==> config.mk <==
export PLATFORM = sky130hd
export DESIGN_NAME = pc_gen_flat
export DESIGN_NICKNAME = d
export VERILOG_FILES = /design/src/rtl/pc_gen_if.sv /design/src/rtl/pc_gen.sv /design/src/flat_wrapper.sv
export SDC_FILE = /design/constraint.sdc
export NUM_CORES = 1
export LEC_CHECK = 0
export CAP_MARGIN = 20
export CORE_MARGIN = 4
export CORE_UTILIZATION = 52
export CTS_CLUSTER_SIZE = 20
export DETAILED_ROUTE_END_ITERATION = 16
export PLACE_DENSITY_LB_ADDON = 0.15
export SKIP_CTS_REPAIR_TIMING = 1
export SLEW_MARGIN = 20
export SYNTH_ARGS = -nofsm -noshare
export SYNTH_HDL_FRONTEND = slang
export SYNTH_SLANG_ARGS = --single-unit
==> constraint.sdc <==
create_clock -name clk -period 2.75 [get_ports clk]
set_input_delay 0.825 -clock clk [delete_from_list [all_inputs] [get_ports clk]]
set_output_delay 0.825 -clock clk [all_outputs]
set_load 0.03 [all_outputs]
==> src/rtl/pc_gen_if.sv <==
// pc_gen_if: fetch-address generator bus; master = pc_gen, slave = CTRL/ID/imem side
interface pc_gen_if #(
  parameter int ADDR_W  = 32,
  parameter int STALL_W = 6
) ();
  logic [STALL_W-1:0] stall;
  logic               flush_i;
  logic [ADDR_W-1:0]  new_pc_i;
  logic               branch_flag_i;
  logic [ADDR_W-1:0]  branch_target_address_i;
  logic               if_ack_i;
  logic [ADDR_W-1:0]  pc;
  logic               ce;
  logic               branch_pending_o;
  logic               misalign_o;
  modport master (
    input  stall, flush_i, new_pc_i, branch_flag_i, branch_target_address_i, if_ack_i,
    output pc, ce, branch_pending_o, misalign_o
  );
  modport slave (
    output stall, flush_i, new_pc_i, branch_flag_i, branch_target_address_i, if_ack_i,
    input  pc, ce, branch_pending_o, misalign_o
  );
endinterface

==> src/rtl/pc_gen.sv <==
// pc_gen: IF-stage fetch PC with flush/branch redirect, pending-branch buffer and imem ack handshake; ports clk, rst, bus (pc_gen_if.master); PC_ALIGN_CHECK_EN enables misalign_o
module pc_gen #(
  parameter int                ADDR_W     = 32,
  parameter logic [ADDR_W-1:0] RESET_VEC  = '0,
  parameter int                INST_BYTES = 4,
  parameter int                STALL_W    = 6
) (
  input logic       clk,
  input logic       rst,
  pc_gen_if.master  bus
);
  typedef enum logic {BOOT, RUN} state_t;
  state_t            state, state_n;
  logic [ADDR_W-1:0] pc_n, tgt, tgt_n;
  logic              pend_n, adv, unused_stall;
  assign unused_stall = ^bus.stall;
  assign adv = bus.ce & ~bus.stall[0] & bus.if_ack_i;
  always_ff @(posedge clk) begin
    if (rst) begin
      state                <= BOOT;
      bus.pc               <= RESET_VEC;
      bus.ce               <= 1'b0;
      bus.branch_pending_o <= 1'b0;
      tgt                  <= '0;
    end else begin
      state                <= state_n;
      bus.pc               <= pc_n;
      bus.ce               <= 1'b1;
      bus.branch_pending_o <= pend_n;
      tgt                  <= tgt_n;
    end
  end
  always_comb begin
    state_n = RUN;
    pc_n    = bus.pc;
    pend_n  = bus.branch_pending_o;
    tgt_n   = tgt;
    if (state == RUN) begin
      if (bus.flush_i) begin
        pc_n   = bus.new_pc_i;
        pend_n = 1'b0;
      end else if (adv) begin
        pc_n   = bus.branch_flag_i ? bus.branch_target_address_i :
                 bus.branch_pending_o ? tgt : bus.pc + ADDR_W'(INST_BYTES);
        pend_n = 1'b0;
      end else if (bus.branch_flag_i) begin
        pend_n = 1'b1;
        tgt_n  = bus.branch_target_address_i;
      end
    end
  end
`ifdef PC_ALIGN_CHECK_EN
  // masking with INST_BYTES-1 makes the flag constant 0 when INST_BYTES=1
  always_ff @(posedge clk)
    bus.misalign_o <= rst ? 1'b0 : bus.ce && ((bus.pc & ADDR_W'(INST_BYTES - 1)) != '0);
`else
  assign bus.misalign_o = 1'b0;
`endif
endmodule

==> src/flat_wrapper.sv <==
// flat-port wrapper written by rule: the top's interface ports become plain ports
module pc_gen_flat 
#(
  parameter int                ADDR_W     = 32,
  parameter logic [ADDR_W-1:0] RESET_VEC  = '0,
  parameter int                INST_BYTES = 4,
  parameter int                STALL_W    = 6
)
  (clk, rst, bus_stall, bus_flush_i, bus_new_pc_i, bus_branch_flag_i, bus_branch_target_address_i, bus_if_ack_i, bus_pc, bus_ce, bus_branch_pending_o, bus_misalign_o);
  pc_gen_if #(.ADDR_W(ADDR_W), .STALL_W(STALL_W)) bus_i ();
  input logic clk;
  input logic rst;
  input wire logic [$bits(bus_i.stall)-1:0] bus_stall;
  input wire logic [$bits(bus_i.flush_i)-1:0] bus_flush_i;
  input wire logic [$bits(bus_i.new_pc_i)-1:0] bus_new_pc_i;
  input wire logic [$bits(bus_i.branch_flag_i)-1:0] bus_branch_flag_i;
  input wire logic [$bits(bus_i.branch_target_address_i)-1:0] bus_branch_target_address_i;
  input wire logic [$bits(bus_i.if_ack_i)-1:0] bus_if_ack_i;
  output wire logic [$bits(bus_i.pc)-1:0] bus_pc;
  output wire logic [$bits(bus_i.ce)-1:0] bus_ce;
  output wire logic [$bits(bus_i.branch_pending_o)-1:0] bus_branch_pending_o;
  output wire logic [$bits(bus_i.misalign_o)-1:0] bus_misalign_o;
  assign bus_i.stall = bus_stall;
  assign bus_i.flush_i = bus_flush_i;
  assign bus_i.new_pc_i = bus_new_pc_i;
  assign bus_i.branch_flag_i = bus_branch_flag_i;
  assign bus_i.branch_target_address_i = bus_branch_target_address_i;
  assign bus_i.if_ack_i = bus_if_ack_i;
  assign bus_pc = bus_i.pc;
  assign bus_ce = bus_i.ce;
  assign bus_branch_pending_o = bus_i.branch_pending_o;
  assign bus_misalign_o = bus_i.misalign_o;
  pc_gen #(.ADDR_W(ADDR_W), .RESET_VEC(RESET_VEC), .INST_BYTES(INST_BYTES), .STALL_W(STALL_W)) u_core (.clk(clk), .rst(rst), .bus(bus_i));
endmodule
* After elaboration in Yosys (flattened, before gate mapping) *
Index checks and enable logic that the tools add are counted.

cells by class
  add/subtract/negate cells = 1
  muxes and demuxes = 8
  bitwise logic cells = 5
  reductions and logical operators = 5

operators with widths
  cell                   number
  $mux 32                4
  $add 32x3->32 const B  1
  $mux 1                 4
  $reduce_and 2->1       2
  $reduce_and 4->1       1
  $not 1->1              3
  $reduce_bool 3->1      1
  $and 1x1->1            2
  $reduce_bool 2->1      1

storage, ports and cells
  register bits after elaboration = 66
  output and inout port bits = 35
  logic and storage cells = 23

* Longest topological paths before layout *
  depth after elaboration = 5
  depth in mapped cells = 8
  gate-level depth less buffers = 6

* Worst setup path after synthesis *
OpenSTA, ideal clock, no wires.

  path type = input to register
  from = input bus_branch_flag_i
  to = register u_core.bus.pc[22]
  setup time = 117 ps
  arrival = 1,980 ps
  required time = 2,633 ps
  slack = 653 ps
  cell stages on the path = 6
  cells stage by stage = buf_2 > or3b_2 > o21ai_0 > o21ai_0 > a31o_2 > a32o_1

between the ends
  word-level cells in the longest chain between the ends = 3

RTL lines
  element               line                RTL
  from (decl)           flat_wrapper.sv:16  input wire logic [$bits(bus_i.branch_flag_i)-1:0] bus_branch_flag_i;
  $mux 32               pc_gen.sv:43        pc_n = bus.branch_flag_i ? bus.branch_target_address_i :
  $mux 32               pc_gen.sv:42        end else if (adv) begin
  $mux 32               pc_gen.sv:39        if (bus.flush_i) begin
  to (signal assigned)  pc_gen.sv:27        bus.pc <= pc_n;
  to (decl)             pc_gen_if.sv:18     output pc, ce, branch_pending_o, misalign_o

Every way passes these cells. The select of a mux whose other input is x is not followed.
A chain may end at the register's enable or synchronous reset.

* Final worst setup path *
  from = input bus_stall[0]
  to = register u_core.bus.pc[11]

between the ends
  word-level cells in the longest chain between the ends = 5

RTL lines
  element                      line                RTL
  from (decl)                  flat_wrapper.sv:13  input wire logic [$bits(bus_i.stall)-1:0] bus_stall;
  $not 1->1                    pc_gen.sv:17        assign adv = bus.ce & ~bus.stall[0] & bus.if_ack_i;
  $and 1x1->1 (2 in a row)     pc_gen.sv:17
  $reduce_bool 2->1 (no line)  --
  $reduce_and 2->1 (no line)   --

Every way passes these cells.

==> flow_metrics.py <==
metrics = {
    "yosys": {
        "yosysTopAreaCell": "dfxtp_1",
        "yosys_warnings": 0,
        "synth_mux_area_share_pct": 2.272,
        "synth_nets": 613,
        "synthTopCellsByArea": "dfxtp_1, nand2_1, a21oi_1",
        "avgSynthCellArea_um2": 7.384,
        "synth_seq_cells": 66,
        "ys.flop_type": "dfxtp_1",
        "yosysUniqueCellTypes": 70,
        "synth_fa_ha_area_share_pct": 0.3156,
        "synth_compound_area_share_pct": 26.73,
        "syn-cell-area_um2": 3965,
        "synth_xor_area_share_pct": 2.651,
        "synth_edf_count": 0,
        "yosys.area_share.simple_pct": 28.53,
        "synth_cells": 537,
        "yosysTopAreaCellShare_pct": 33.32,
        "ys_async_sr_fraction_pct": 0,
        "seq_area_frac_synth_pct": 33.32,
        "synth_top_family_by_area": "simple AND/OR/NAND/NOR gates",
    },
    "sta": {
        "max_freq_mhz": 400.7,
        "min_period_ps": 2496,
        "worst_pin_slew_ps": 1011,
        "tns_ps": 0,
        "skew_ps": 9.221,
        "rsz0062_at_grt": "false",
        "slew_headroom_pct": 32.37,
        "setup-violations-final": 0,
        "slew_violations": 0,
        "fin_crit_sh_pct": 90.75,
        "hold_viol_final": 0,
        "hold_slack_ps": 454.2,
    },
    "clock_network": {
        "cts.reportedPaths.clkPinSlew_ps": 80,
        "cts.sinks": 66,
        "clock_latency_ps": 350,
        "htree_levels": 3,
        "cts_tree": "done",
        "cts-root-buf": "clkbuf_8",
        "cts-buffers-inserted": 9,
        "cts_buffer_depth": 2,
    },
    "critical_path": {
        "critPathKind": "in -> reg",
        "crit_fanout": 13,
        "rr_endpoint": "u_core.bus.pc[22]",
        "required_ps": 3040,
        "rrSetupSlack_ps": 540,
        "rr_startpoint": "u_core.bus.pc[2]",
        "endpoint_kind": "flip-flop",
        "arrival_ps": 2780,
        "reg2regPathDepth": 6,
        "start_kind": "input port",
    },
    "worst_hold_path": {
        "min-delay-path-class": "reg -> reg",
        "whs_endpoint": "u_core.tgt[9]",
        "hp-start": "u_core.tgt[9]",
        "min_path_cells": 2,
    },
    "finish": {
        "antenna_cells": 0,
        "area_growth_pct": 35.09,
        "fill_cells": 585,
        "drive_above_1_share_pct": 8.540,
        "seq_area_um2": 1321,
        "multiInputGateArea_um2": 2402,
        "final_common_cell": "nand2_1",
        "final_cell_mix": "nand2_1, clkdlybuf4s50_1, a21oi_1",
        "num-nets-final": 715,
    },
    "routing": {
        "drt_iter0_markers": 463,
        "drc_errors": 0,
        "wl_per_cell_um": 19.03,
        "viasPerCell": 6.322,
        "antenna_left": 0,
        "drt_pass1_iterations": 5,
        "routed_wl_um": 14140,
        "via_count": 4697,
    },
    "die": {
        "row_count": 31,
        "pin_count": 110,
        "die_w_um": 95.32,
        "core_area_um2": 7331,
        "initial_core_util_pct": 54.09,
        "fp.dieH_um": 95.32,
        "die_area_um2": 9086,
    },
    "run": {
        "drv_cap": 0,
    },
    "placement": {
        "dp_hpwl_um": 9878,
        "gp_congestion": 0.9084,
        "port_buffers": 103,
    },
    "global_routing": {
        "grt_antenna_before_repair": 0,
        "grt_overflow": 0,
        "grt_max_degree": 39,
        "grt_pass1_vias": 4228,
        "grt_first_pass_wirelength_um": 21620,
        "groute.usage.overall_pct": 30.70,
    },
    "power_and_ir_drop": {
        "powerDensity_nw_per_um2": 478.4,
        "power.leakage_nw": 1.940,
        "ir_worst_vdd_v": 0.0003550,
    },
    "outcome": {
        "status": "completed",
    },
}
critical path: stages:
cell and delay, ps:
clkdlybuf4s50_1 530, nand2b_1 170, a21boi_1 90, nor2_1 770, a221oi_1 210, a21oi_1 190
logic make-up (layout without fill, tap and decap cells):
| group | Yosys count | count (layout) |
|---|---|---|
| AND/OR/NAND/NOR | 226 | 226 |
| AO/OA/AOI/OAI | 172 | 172 |
| flip-flops | 66 | 66 |
| buffers and inverters | 50 | 157 |
| XOR/XNOR | 12 | 12 |
| multiplexers | 9 | 9 |
| adder cells (fa/ha/maj) | 1 | 1 |
| other | 1 | 1 |
power by group:
group,internal [mW],leakage (nW),switching [mW],total (mW)
clock,0.533,0.109,0.400,0.933
combinational,0.258,1.29,0.310,0.568
sequential,1.00,0.538,0.0597,1.06
total,1.79,1.94,0.769,2.56
how the worst max path moves through the flow:
stage                       from                end  slack (ps)  cells after the start
2_1_floorplan  bus_branch_flag_i  u_core.bus.pc[22]         650                      6
3_3_place_gp        bus_stall[0]  u_core.bus.pc[24]          20                      6
3_5_place_dp        bus_stall[0]  u_core.bus.pc[11]         -30                      6
4_1_cts         u_core.bus.pc[9]          bus_pc[9]         310                      1
5_1_grt             bus_stall[0]  u_core.bus.pc[11]         120                      6
6_report            bus_stall[0]  u_core.bus.pc[11]         250                      6
per-layer routing:
layer	part of all wire (%)	global-route usage, %
met4	2.4	10.46
met2	45	48.16
met3	12	5.762
met5	0	0
met1	40	42.24
final cells by class:
class                           instances  share of cell area [%]
Multi-Input combinational cell        421                   44.85
Inverter                                9                  0.6307
Clock buffer                           11                   2.640
Clock inverter                          5                   1.448
Tap cell                               99                   2.313
Timing Repair Buffer                  132                   23.45
Sequential cell                        66                   24.67
through the flow:
stage | util [%] | cell area [um2] | total power, mW | worst slack [ps] | instances
finish | 73.07 | 5356 | 2.562 | 254.3 | 743
global route | 73.07 | 5356 | 2.631 | 124.1 | 743
CTS | 73.07 | 5356 | 2.545 | 309.3 | 743
detailed placement | 70.08 | 5137 | 1.635 | -30.69 | 727
global placement | 70.08 | 5137 | 1.621 | 24.49 | 727
floorplan | - | 3965 | 1.362 | 652.7 | 537
state kept, by name, summed over array words and instances, names as in the netlist:
register	cells
u_core.bus.pc	32
u_core.tgt	32
u_core.bus.branch_pending_o	1
u_core.bus.ce	1
synth_stat cells, types with 3 or more instances:
cell type / number
o221ai_1: 6
or4_1: 3
o22ai_1: 6
a211oi_1: 4
nor3_1: 10
inv_1: 7
a21oi_1: 70
o311ai_0: 3
clkbuf_1: 25
nand4_1: 6
xor2_1: 8
buf_2: 7
buf_1: 3
and3_1: 14
o211ai_1: 9
nand2b_1: 9
o31ai_1: 3
nor2b_1: 4
nor2_1: 23
o21ai_0: 35
nand2_1: 106
xnor2_1: 4
clkbuf_8: 4
dfxtp_1: 66
a31oi_1: 8
nand3_1: 23
or3_1: 3
nand4b_1: 3
mux2i_1: 9
(Power assumes the default switching activity.)
